[config.mk]
export PLATFORM = sky130hd
export DESIGN_NAME = eth_cfg_loader
export DESIGN_NICKNAME = d
export VERILOG_FILES = /design/src/rtl/eth_cfg_loader.sv
export SDC_FILE = /design/constraint.sdc
export NUM_CORES = 1
export LEC_CHECK = 0
export CAP_MARGIN = 0
export CORE_MARGIN = 1
export CORE_UTILIZATION = 55
export CTS_CLUSTER_SIZE = 28
export DETAILED_ROUTE_END_ITERATION = 7
export GPL_ROUTABILITY_DRIVEN = 1
export MAX_ROUTING_LAYER = met4
export PLACE_DENSITY = 0.93
export SYNTH_ARGS = -nofsm -noshare
export SYNTH_HDL_FRONTEND = slang
export SYNTH_SLANG_ARGS = --single-unit
[constraint.sdc]
create_clock -name cfg_clk -period 7 [get_ports cfg_clk]
set_clock_uncertainty 0.05 [all_clocks]
set_input_delay 0.7 -clock cfg_clk [delete_from_list [all_inputs] [get_ports cfg_clk]]
set_output_delay 0.7 -clock cfg_clk [all_outputs]
set_load 0.02 [all_outputs]
[src/rtl/eth_cfg_loader.sv]
// Configuration sequencer for the Ethernet bridge: serially writes MAC, IP and the UDP port
// table into the bridge config port, and keeps RX disabled while a load is in flight.
module eth_cfg_loader #(
  parameter int unsigned N_UDP       = 2,
  parameter int unsigned GAP         = 3,
  parameter int unsigned STARTUP_DLY = 16,
  parameter int unsigned AUTO_RELOAD = 1
) (
  input  logic               cfg_clk,
  input  logic               rst_n,
  input  logic [47:0]        mac,
  input  logic [31:0]        ip,
  input  logic [16*N_UDP-1:0] udp_ports,
  input  logic               start,
  input  logic               rx_enable_req,
  output logic               cfg_valid,
  output logic [4:0]         cfg_addr,
  output logic [7:0]         cfg_wdata,
  output logic               cfg_enable_rx,
  output logic               busy,
  output logic               load_done,
  output logic [7:0]         load_count
);

  localparam int unsigned NumWrites = 10 + 2 * N_UDP;
  localparam int unsigned SnapW     = 80 + 16 * N_UDP;
  localparam logic [4:0]  IdxLast   = 5'(NumWrites - 1);
  localparam logic [3:0]  GapLast   = 4'(GAP - 1);
  localparam logic [7:0]  WaitLast  = 8'(STARTUP_DLY - 1);

  typedef enum logic [1:0] {S_WAIT, S_WRITE, S_GAP, S_DONE} state_e;

  state_e           state_q, state_d;
  logic [4:0]       idx_q, idx_d;
  logic [3:0]       gap_q, gap_d;
  logic [7:0]       wait_q, wait_d;
  logic             pend_q, pend_d;
  logic [SnapW-1:0] snap_q, snap_d;
  logic             finish;

  logic             valid_q, valid_d;
  logic [4:0]       addr_q, addr_d;
  logic [7:0]       wdata_q, wdata_d;
  logic             en_q, en_d;
  logic             busy_q, busy_d;
  logic             done_q, done_d;
  logic [7:0]       count_q, count_d;

  logic [SnapW-1:0] live;
  logic             changed;
  logic             reload_req;

  assign live       = {mac, ip, udp_ports};
  assign changed    = (AUTO_RELOAD != 0) && (live != snap_q);
  assign reload_req = start || changed;

  // Byte table indexed directly by write index; unused slots pad the 5-bit index space.
  logic [7:0] wr_byte [32];

  for (genvar k = 0; k < 10; k++) begin : g_macip
    assign wr_byte[k] = snap_d[SnapW-1-8*k -: 8];
  end

  // Port k high byte first: byte j of the UDP region lives at bit offset 8*(j^1).
  for (genvar k = 0; k < 2 * N_UDP; k++) begin : g_udp
    assign wr_byte[10+k] = snap_d[8*(k^1) +: 8];
  end

  for (genvar k = NumWrites; k < 32; k++) begin : g_pad
    assign wr_byte[k] = 8'h00;
  end

  always_comb begin
    state_d = state_q;
    idx_d   = idx_q;
    gap_d   = gap_q;
    wait_d  = wait_q;
    pend_d  = pend_q;
    snap_d  = snap_q;
    finish  = 1'b0;
    unique case (state_q)
      S_WAIT: begin
        // The snapshot taken on exit absorbs input changes, so only start is remembered here.
        if (start) pend_d = 1'b1;
        if (wait_q == WaitLast) begin
          state_d = S_WRITE;
          idx_d   = '0;
          snap_d  = live;
        end else begin
          wait_d = wait_q + 8'd1;
        end
      end
      S_WRITE: begin
        if (reload_req) pend_d = 1'b1;
        if (idx_q == IdxLast) begin
          state_d = S_DONE;
          finish  = 1'b1;
        end else if (GAP == 0) begin
          idx_d = idx_q + 5'd1;
        end else begin
          state_d = S_GAP;
          gap_d   = '0;
        end
      end
      S_GAP: begin
        if (reload_req) pend_d = 1'b1;
        if (gap_q == GapLast) begin
          state_d = S_WRITE;
          idx_d   = idx_q + 5'd1;
        end else begin
          gap_d = gap_q + 4'd1;
        end
      end
      S_DONE: begin
        if (start || pend_q || changed) begin
          state_d = S_WRITE;
          idx_d   = '0;
          snap_d  = live;
          pend_d  = 1'b0;
        end
      end
      default: state_d = S_WAIT;
    endcase
  end

  // Output next-state is derived from the FSM next-state so every output is a flop.
  always_comb begin
    valid_d = (state_d == S_WRITE);
    addr_d  = addr_q;
    wdata_d = wdata_q;
    if (valid_d) begin
      addr_d  = (idx_d < 5'd10) ? idx_d : idx_d + 5'd6;
      wdata_d = wr_byte[idx_d];
    end
    busy_d  = (state_d != S_DONE);
    en_d    = (state_d == S_DONE) && rx_enable_req;
    done_d  = finish;
    count_d = count_q;
    if (finish && count_q != 8'hFF) count_d = count_q + 8'd1;
  end

  always_ff @(posedge cfg_clk or negedge rst_n) begin
    if (!rst_n) begin
      state_q <= S_WAIT;
      idx_q   <= '0;
      gap_q   <= '0;
      wait_q  <= '0;
      pend_q  <= 1'b0;
      snap_q  <= '0;
      valid_q <= 1'b0;
      addr_q  <= '0;
      wdata_q <= '0;
      en_q    <= 1'b0;
      busy_q  <= 1'b0;
      done_q  <= 1'b0;
      count_q <= '0;
    end else begin
      state_q <= state_d;
      idx_q   <= idx_d;
      gap_q   <= gap_d;
      wait_q  <= wait_d;
      pend_q  <= pend_d;
      snap_q  <= snap_d;
      valid_q <= valid_d;
      addr_q  <= addr_d;
      wdata_q <= wdata_d;
      en_q    <= en_d;
      busy_q  <= busy_d;
      done_q  <= done_d;
      count_q <= count_d;
    end
  end

  assign cfg_valid     = valid_q;
  assign cfg_addr      = addr_q;
  assign cfg_wdata     = wdata_q;
  assign cfg_enable_rx = en_q;
  assign busy          = busy_q;
  assign load_done     = done_q;
  assign load_count    = count_q;

endmodule

==> results of run 1 <==
layout by cell type, fill, tap and decap left out, drive strengths merged, types with 12 or more instances in the layout:
| master | netlist | final |
|---|---|---|
| a22o | 107 | 107 |
| nor3 | 14 | 14 |
| a21oi | 24 | 24 |
| nand4 | 33 | 33 |
| ha | 12 | 12 |
| xnor2 | 74 | 74 |
| xor2 | 52 | 52 |
| inv | 23 | 26 |
| o21ai | 26 | 26 |
| dfrtp | 157 | 157 |
| nand2 | 38 | 38 |
| nor2 | 40 | 40 |
| clkbuf | 9 | 19 |
| nor4 | 23 | 23 |
| clkdlybuf4s50 | 0 | 139 |
synthesized netlist by cell type (7+ instances only):
| cell type | count |
|---|---|
| a22oi_1 | 8 |
| inv_1 | 21 |
| a32o_1 | 7 |
| a21oi_1 | 23 |
| a31oi_1 | 7 |
| a221oi_1 | 8 |
| o211ai_1 | 11 |
| nand2_1 | 38 |
| dfrtp_1 | 157 |
| o21ai_0 | 23 |
| nand2b_1 | 11 |
| nor2_1 | 39 |
| xnor2_1 | 74 |
| a22o_1 | 107 |
| buf_2 | 23 |
| o22ai_1 | 9 |
| nand4_1 | 33 |
| xor2_1 | 52 |
| clkbuf_1 | 9 |
| ha_1 | 12 |
| nor3_1 | 13 |
| nor4_1 | 23 |
final cells by class:
type / count / area [um^2] / share of cell area
multi-input combinational: 576 / 4240 / 0.403
sequential: 157 / 3930 / 0.373
timing repair buffer: 150 / 1490 / 0.141
clock buffer: 19 / 443 / 0.0420
tap: 184 / 230 / 0.0219
clock inverter: 12 / 113 / 0.0107
inverter: 23 / 86.3 / 0.00820
stage by stage:
step / cell area [um^2] / setup WS, ns
final: 10500 / 1.90
after CTS: 10500 / 2.03
after detailed placement: 9980 / 1.58
after global placement: 9980 / 1.64
after global routing: 10500 / 1.89
after floorplan: 8460 / 3.75
sequential cells by signal, indices dropped and copies added (netlist names):
signal / flops
idx_q: 5
pend_q: 1
load_count: 8
cfg_enable_rx: 1
cfg_valid: 1
cfg_wdata: 8
state_q: 2
busy: 1
gap_q: 4
cfg_addr: 5
snap_q: 112
wait_q: 8
load_done: 1
critical path, delay by kind of cell:
family / cells / cell delay (ns)
AOI/OAI and AO/OA: 5 / 2.02
and+or+nand+nor: 3 / 1.29
buffers and inverters: 3 / 1.14
xor gates and xnor gates: 1 / 0.17
kinds of logic after synthesis:
group / count (synthesis) / share of synthesized area
xor+xnor: 126 / 0.130
flops: 157 / 0.464
buf+inv: 64 / 0.0371
mux: 4 / 0.00518
fa+ha+maj: 12 / 0.0177
compound gates: 237 / 0.221
simple gates: 197 / 0.124
report_power, final:
part / internal (mW) / total, mW / switching [mW]
registers: 0.943 / 0.971 / 0.0279
clock network: 0.499 / 0.887 / 0.388
logic: 0.129 / 0.246 / 0.116
total: 1.57 / 2.10 / 0.532
routing by layer:
layer / track usage / part of all wire / up-vias
met1: 0.436 / 0.39 / 3697
met4: 0.169 / 0.045 / 0
li1: - / - / 3256
met3: 0.0760 / 0.089 / 98
met2: 0.552 / 0.48 / 473
met5: - / 0 / -
worst paths after layout:
kind                            start  cells past startpoint            end  slack (ns)
setup / recovery               ip[29]                     12   cfg_wdata[7]        1.90
hold / removal                  rst_n                      1  load_count[5]        0.26
setup reg to reg           snap_q[61]                     11   cfg_wdata[7]        2.22
hold reg to reg             wait_q[6]                      1      wait_q[6]        0.44
max in group asynchronous       rst_n                      2     snap_q[36]        5.18
min in group cfg_clk        wait_q[6]                      1      wait_q[6]        0.44
==> results.md, run 1 <==
- Fin nets: 1053
- Post-cts resize count: 0
- Worst-skew pair later-pin latency: 0.44 ns
- GP Congestion: 0.995
- H-tree depth: 4
- Worst EP required: 7.28 ns
- Final hold slack: 0.257 ns
- Leakage: 4.56 nW
- Power, Total: 2.10 mW
- Synthesis Warnings: 0
- Die extent in x: 126 um
- CP Max Fanout: 75
- # diodes: 0
- CP cell instances: clkdlybuf4s50_1, xor2_1, nor4_1, nand4_1, a2111oi_0, a311oi_4, buf_4, buf_4, a22o_1, a221oi_1, nand4_1, a32o_1
- Slowest library cell on the worst path: a2111oi_0
- Final Slew Violations: 0
- Via density: 6.71
- Slew @ Worst Pin: 0.966 ns
- Starting Density: 0.573
- Routed Antenna Nets: 0
- Gr usage total: 0.353
- Fin. Hold Viols: 0
- Global-route wire length before repair: 41000 um
- Initial antenna violation count: 0
- Mean Syn Cell Area: 10.6 um^2
- Vias: 7524
- Setup TNS: 0 ns
- Post-synth ARST share: 1.00
- Core Util, Final: 0.714
- Post-Synthesis Cell Area: 8460 um^2
- Number of port buffers: 140
- Post-synthesis net count: 925
- Grt ovf: 0
- #FFs+latches synth: 157
- Worst Setup End Kind: flip-flop
- Die area: 15900 um^2
- Status: finished, final reports clean
- DR iter-0 viols: 950
- Core Region: 14800 um^2
- Reg clk slew, reported paths: 0.07 ns
- Largest net degree at the start of global routing: 84
- Worst slew margin: 0.338
- Most used DFF post-synth: dfrtp_1
- Mapped Cells: 797
- Largest cells by area after synthesis: dfrtp_1 46%, a22o_1 11%, xnor2_1 7.7%, xor2_1 5.4%, nand4_1 2.4%
- CTS tree: done
- Highest clock rate: 196 MHz
- EDFF count, synth: 0
- RSZ-0062 raised after global routing: false
- Avg WL per Cell: 23.5 um
- Hold-fix buffers, CTS: 0
- Share of the synthesized area in the top cell type: 0.464
- Crit path largest cell delay: 0.88 ns
- CP Launch Type: input port
- DRC: 0
- Clock sink count: 157
- Fill cells: 1043
- Worst vdd ir: 0.178 mV
- Row count: 44
- CTS Buf Count: 17
- Clock root buffer: clkbuf_16
- Minimum clock period: 5.10 ns
- PD cells: 200 nW/um^2
- Crit Path Category: in -> reg
- Die height: 126 um
- Postcts setup bufs: 0
- Drt first pass iters: 6
- Placed Instances: 1090
- Num ports: 141
- Final WL: 26400 um
- CTS Buffer Depth: 2
- Post-synthesis sequential area ratio: 0.464
- Max-cap violations: 0
- Area leader, netlist: dfrtp_1
- Finished Layout Cells: 1121
- Post-DP HPWL: 19100 um
- Final setup violating endpoints: 0
- Cell variety after synth: 66
- Crit share post-route: 0.729
- Vias in the first global route: 7539
- CP arrival: 5.38 ns
- Worst Hold Class: in -> async
- Layout cell share with drive strength beyond 1: 0.0694
- Area Growth Syn to Fin: 24.5%
Note: power is estimated with default switching activity, not from simulation.
==> run 2: changes to the inputs <==
--- a/config.mk
+++ b/config.mk
@@ -7,12 +7,12 @@
 export LEC_CHECK = 0
 export CAP_MARGIN = 0
 export CORE_MARGIN = 1
-export CORE_UTILIZATION = 55
+export CORE_UTILIZATION = 54
 export CTS_CLUSTER_SIZE = 28
 export DETAILED_ROUTE_END_ITERATION = 7
 export GPL_ROUTABILITY_DRIVEN = 1
 export MAX_ROUTING_LAYER = met4
-export PLACE_DENSITY = 0.93
+export PLACE_DENSITY = 0.92
 export SYNTH_ARGS = -nofsm -noshare
 export SYNTH_HDL_FRONTEND = slang
 export SYNTH_SLANG_ARGS = --single-unit
==> constraint.sdc (replaced) <==
create_clock -name cfg_clk -period 5 [get_ports cfg_clk]
set_clock_uncertainty 0.05 [all_clocks]
set_input_delay 0.5 -clock cfg_clk [delete_from_list [all_inputs] [get_ports cfg_clk]]
set_output_delay 0.5 -clock cfg_clk [all_outputs]
set_load 0.02 [all_outputs]
==> results.md, run 2 (synthesis gave the netlist of run 1 again) <==
- Vias in the first global route: 7661 (+1.6%)
- Core Region: 15300 um^2 (+3.4%)
- Postcts setup bufs: 0 (unchanged)
- Area after DPL: 10200 um^2 (+1.8%)
- Final WL: 27100 um (+2.9%)
- Routed Antenna Nets: 0 (unchanged)
- CTS tree: done
- Worst vdd ir: 0.259 mV (+45%)
- CP Max Fanout: 8 (-89%)
- Crit Path Category: in -> reg
- Number of port buffers: 140 (unchanged)
- Minimum clock period: 4.33 ns
- Post-route cell area: 10700 um^2 (+1.7%)
- Gr usage total: 0.363 (+0.0102)
- CTS Buffer Depth: 2 (unchanged)
- # diodes: 0 (unchanged)
- Hold-fix buffers, CTS: 0 (unchanged)
- Setup TNS: 0 ns (unchanged)
- Status: finished, final reports clean
- Worst Hold Class: in -> async
- Leakage: 4.64 nW (+1.8%)
- CTS Buf Count: 17 (unchanged)
- Net Switching: 0.777 mW (+46%)
- Worst r2r src: snap_q[94]
- Drt first pass iters: 6 (unchanged)
- Row count: 45 (+2.3%)
- Worst Setup End Kind: flip-flop
- Pre-CTS WS: 0.558 ns (-1.02 ns)
- Worst-skew pair later-pin latency: 0.44 ns (about the same)
- Cells on worst reg2reg path: 12 (+1)
- Layout cell share with drive strength beyond 1: 0.0879 (+0.0185)
- Switching Share: 0.264 (+0.0114)
- Seq pwr share: 0.463 (about the same)
- DR iter-0 viols: 954 (+0.42%)
- Reg clk slew, reported paths: 0.07 ns (about the same)
- Worst r2r dst: cfg_wdata[3]
- Crit share post-route: 0.866
- Max FFs per register: 112 (unchanged)
- RSZ-0062 raised after global routing: false
- Worst slew margin: 0.350 (+0.0122)
- Avg WL per Cell: 23.2 um (-1.1%)
- Most frequent cells in the layout: 157 x dfrtp_1, 139 x clkdlybuf4s50_1, 107 x a22o_1
- Vias: 7774 (+3.3%)
- Fill cells: 1048 (+0.48%)
- Clock root buffer: clkbuf_16
- Via density: 6.66 (-0.75%)
- Grt ovf: 0 (unchanged)
- Final Slew Violations: 0 (unchanged)
- Die area: 16200 um^2 (+1.8%)
- Die height: 127 um (+0.91%)
- Starting Density: 0.554 (-0.0190)
- Global-route wire length before repair: 42400 um (+3.5%)
- Combinational share of power: 0.120 (+0.003)
- Worst EP required: 5.27 ns (-2.01 ns)
- Slew @ Worst Pin: 0.969 ns (+0.00281 ns)
- Highest clock rate: 231 MHz
- Final setup margin: 0.670 ns (-1.23 ns)
- Die extent in x: 127 um (+0.91%)
- Core Util, Final: 0.702 (-0.0122)
- Fin nets: 1071 (+1.7%)
- FF-to-FF setup slack: 0.84 ns (-1.38 ns)
- H-tree depth: 4 (unchanged)
- Largest net degree at the start of global routing: 84 (unchanged)
- CP arrival: 4.60 ns (-0.78 ns)
- FF/Latch Area: 3930 um^2 (unchanged)
- DRC: 0 (unchanged)
- Area Growth Syn to Fin: 26.6%
- Fin. Hold Viols: 0 (unchanged)
- Power, Total: 2.94 mW (+40%)
- Finished Layout Cells: 1167 (+4.1%)
- Initial antenna violation count: 0 (unchanged)
- Multi-input logic area: 4240 um^2 (unchanged)
- PD cells: 274 nW/um^2 (+37%)
- Clk pwr share: 0.417 (-0.005)
- Final setup violating endpoints: 0 (unchanged)
- Reg with most FFs: snap_q
- Clock sink count: 157 (unchanged)
- Num ports: 141 (unchanged)
- GP Congestion: 1.07 (+7.6%)
- Max-cap violations: 0 (unchanged)
- Post-DP HPWL: 19800 um (+3.8%)
- Most common cell after layout, fill and taps aside: dfrtp_1
- Pint: 2.16 mW (+38%)
- Post-cts resize count: 0 (unchanged)
- CP Launch Type: input port
- Final hold slack: 0.0693 ns (-0.187 ns)
- Placed Instances: 1135 (+4.1%)
run 2: cell count changes in the layout (fill, tap and decap cells not counted):
cell / before / now
buf_4: 9 / 26
inv_6: 3 / 6
clkinv_4: 3 / 1
buf_12: 1 / 2
bufinv_16: 1 / 0
clkinv_2: 3 / 2
clkinvlp_4: 2 / 3
inv_8: 0 / 1
run 2: worst max path at each step:
stage | from | endpoint | slack [ns]
after floorplan | mac[39] | cfg_wdata[1] | 1.95
after global placement | udp_ports[9] | cfg_wdata[5] | 0.67
after detailed placement | mac[47] | cfg_addr[2] | 0.56
after CTS | mac[47] | cfg_addr[2] | 0.93
after global routing | mac[30] | cfg_addr[2] | 0.61
final | mac[47] | cfg_wdata[3] | 0.67
run 2: power groups by stage:
stage               clock (mW)  combinational, mW  sequential (mW)
global route              1.29              0.370             1.36
floorplan                    0              0.135             1.38
finish                    1.23              0.352             1.36
CTS                       1.23              0.347             1.36
detailed placement           0              0.342             1.38
global placement             0              0.336             1.38
run 2: area by class of cell:
class | count | area share
multi-input combinational | 576 | 0.396
sequential | 157 | 0.367
timing repair buffer | 168 | 0.153
clock buffer | 19 | 0.0414
tap | 211 | 0.0247
clock inverter | 13 | 0.00982
inverter | 23 | 0.00806
run 2: worst max-delay path, stage by stage:
cell and delay [ns]:
clkdlybuf4s50_1 0.56, xnor2_1 0.14, nand4_1 0.25, nor4_1 0.80, and4_1 0.46, a21boi_0 0.21
a21oi_1 0.40, buf_4 0.23, nand4_1 0.09, buf_4 0.20, o22ai_1 0.40, a21oi_1 0.08
a32o_1 0.28
run 2: per-layer routing:
metal	vias up	GRT usage	routed length [um]
li1	3292	-	-
met1	3749	0.440	10100
met2	591	0.553	12400
met3	142	0.0930	2960
met4	0	0.209	1660
met5	-	-	0
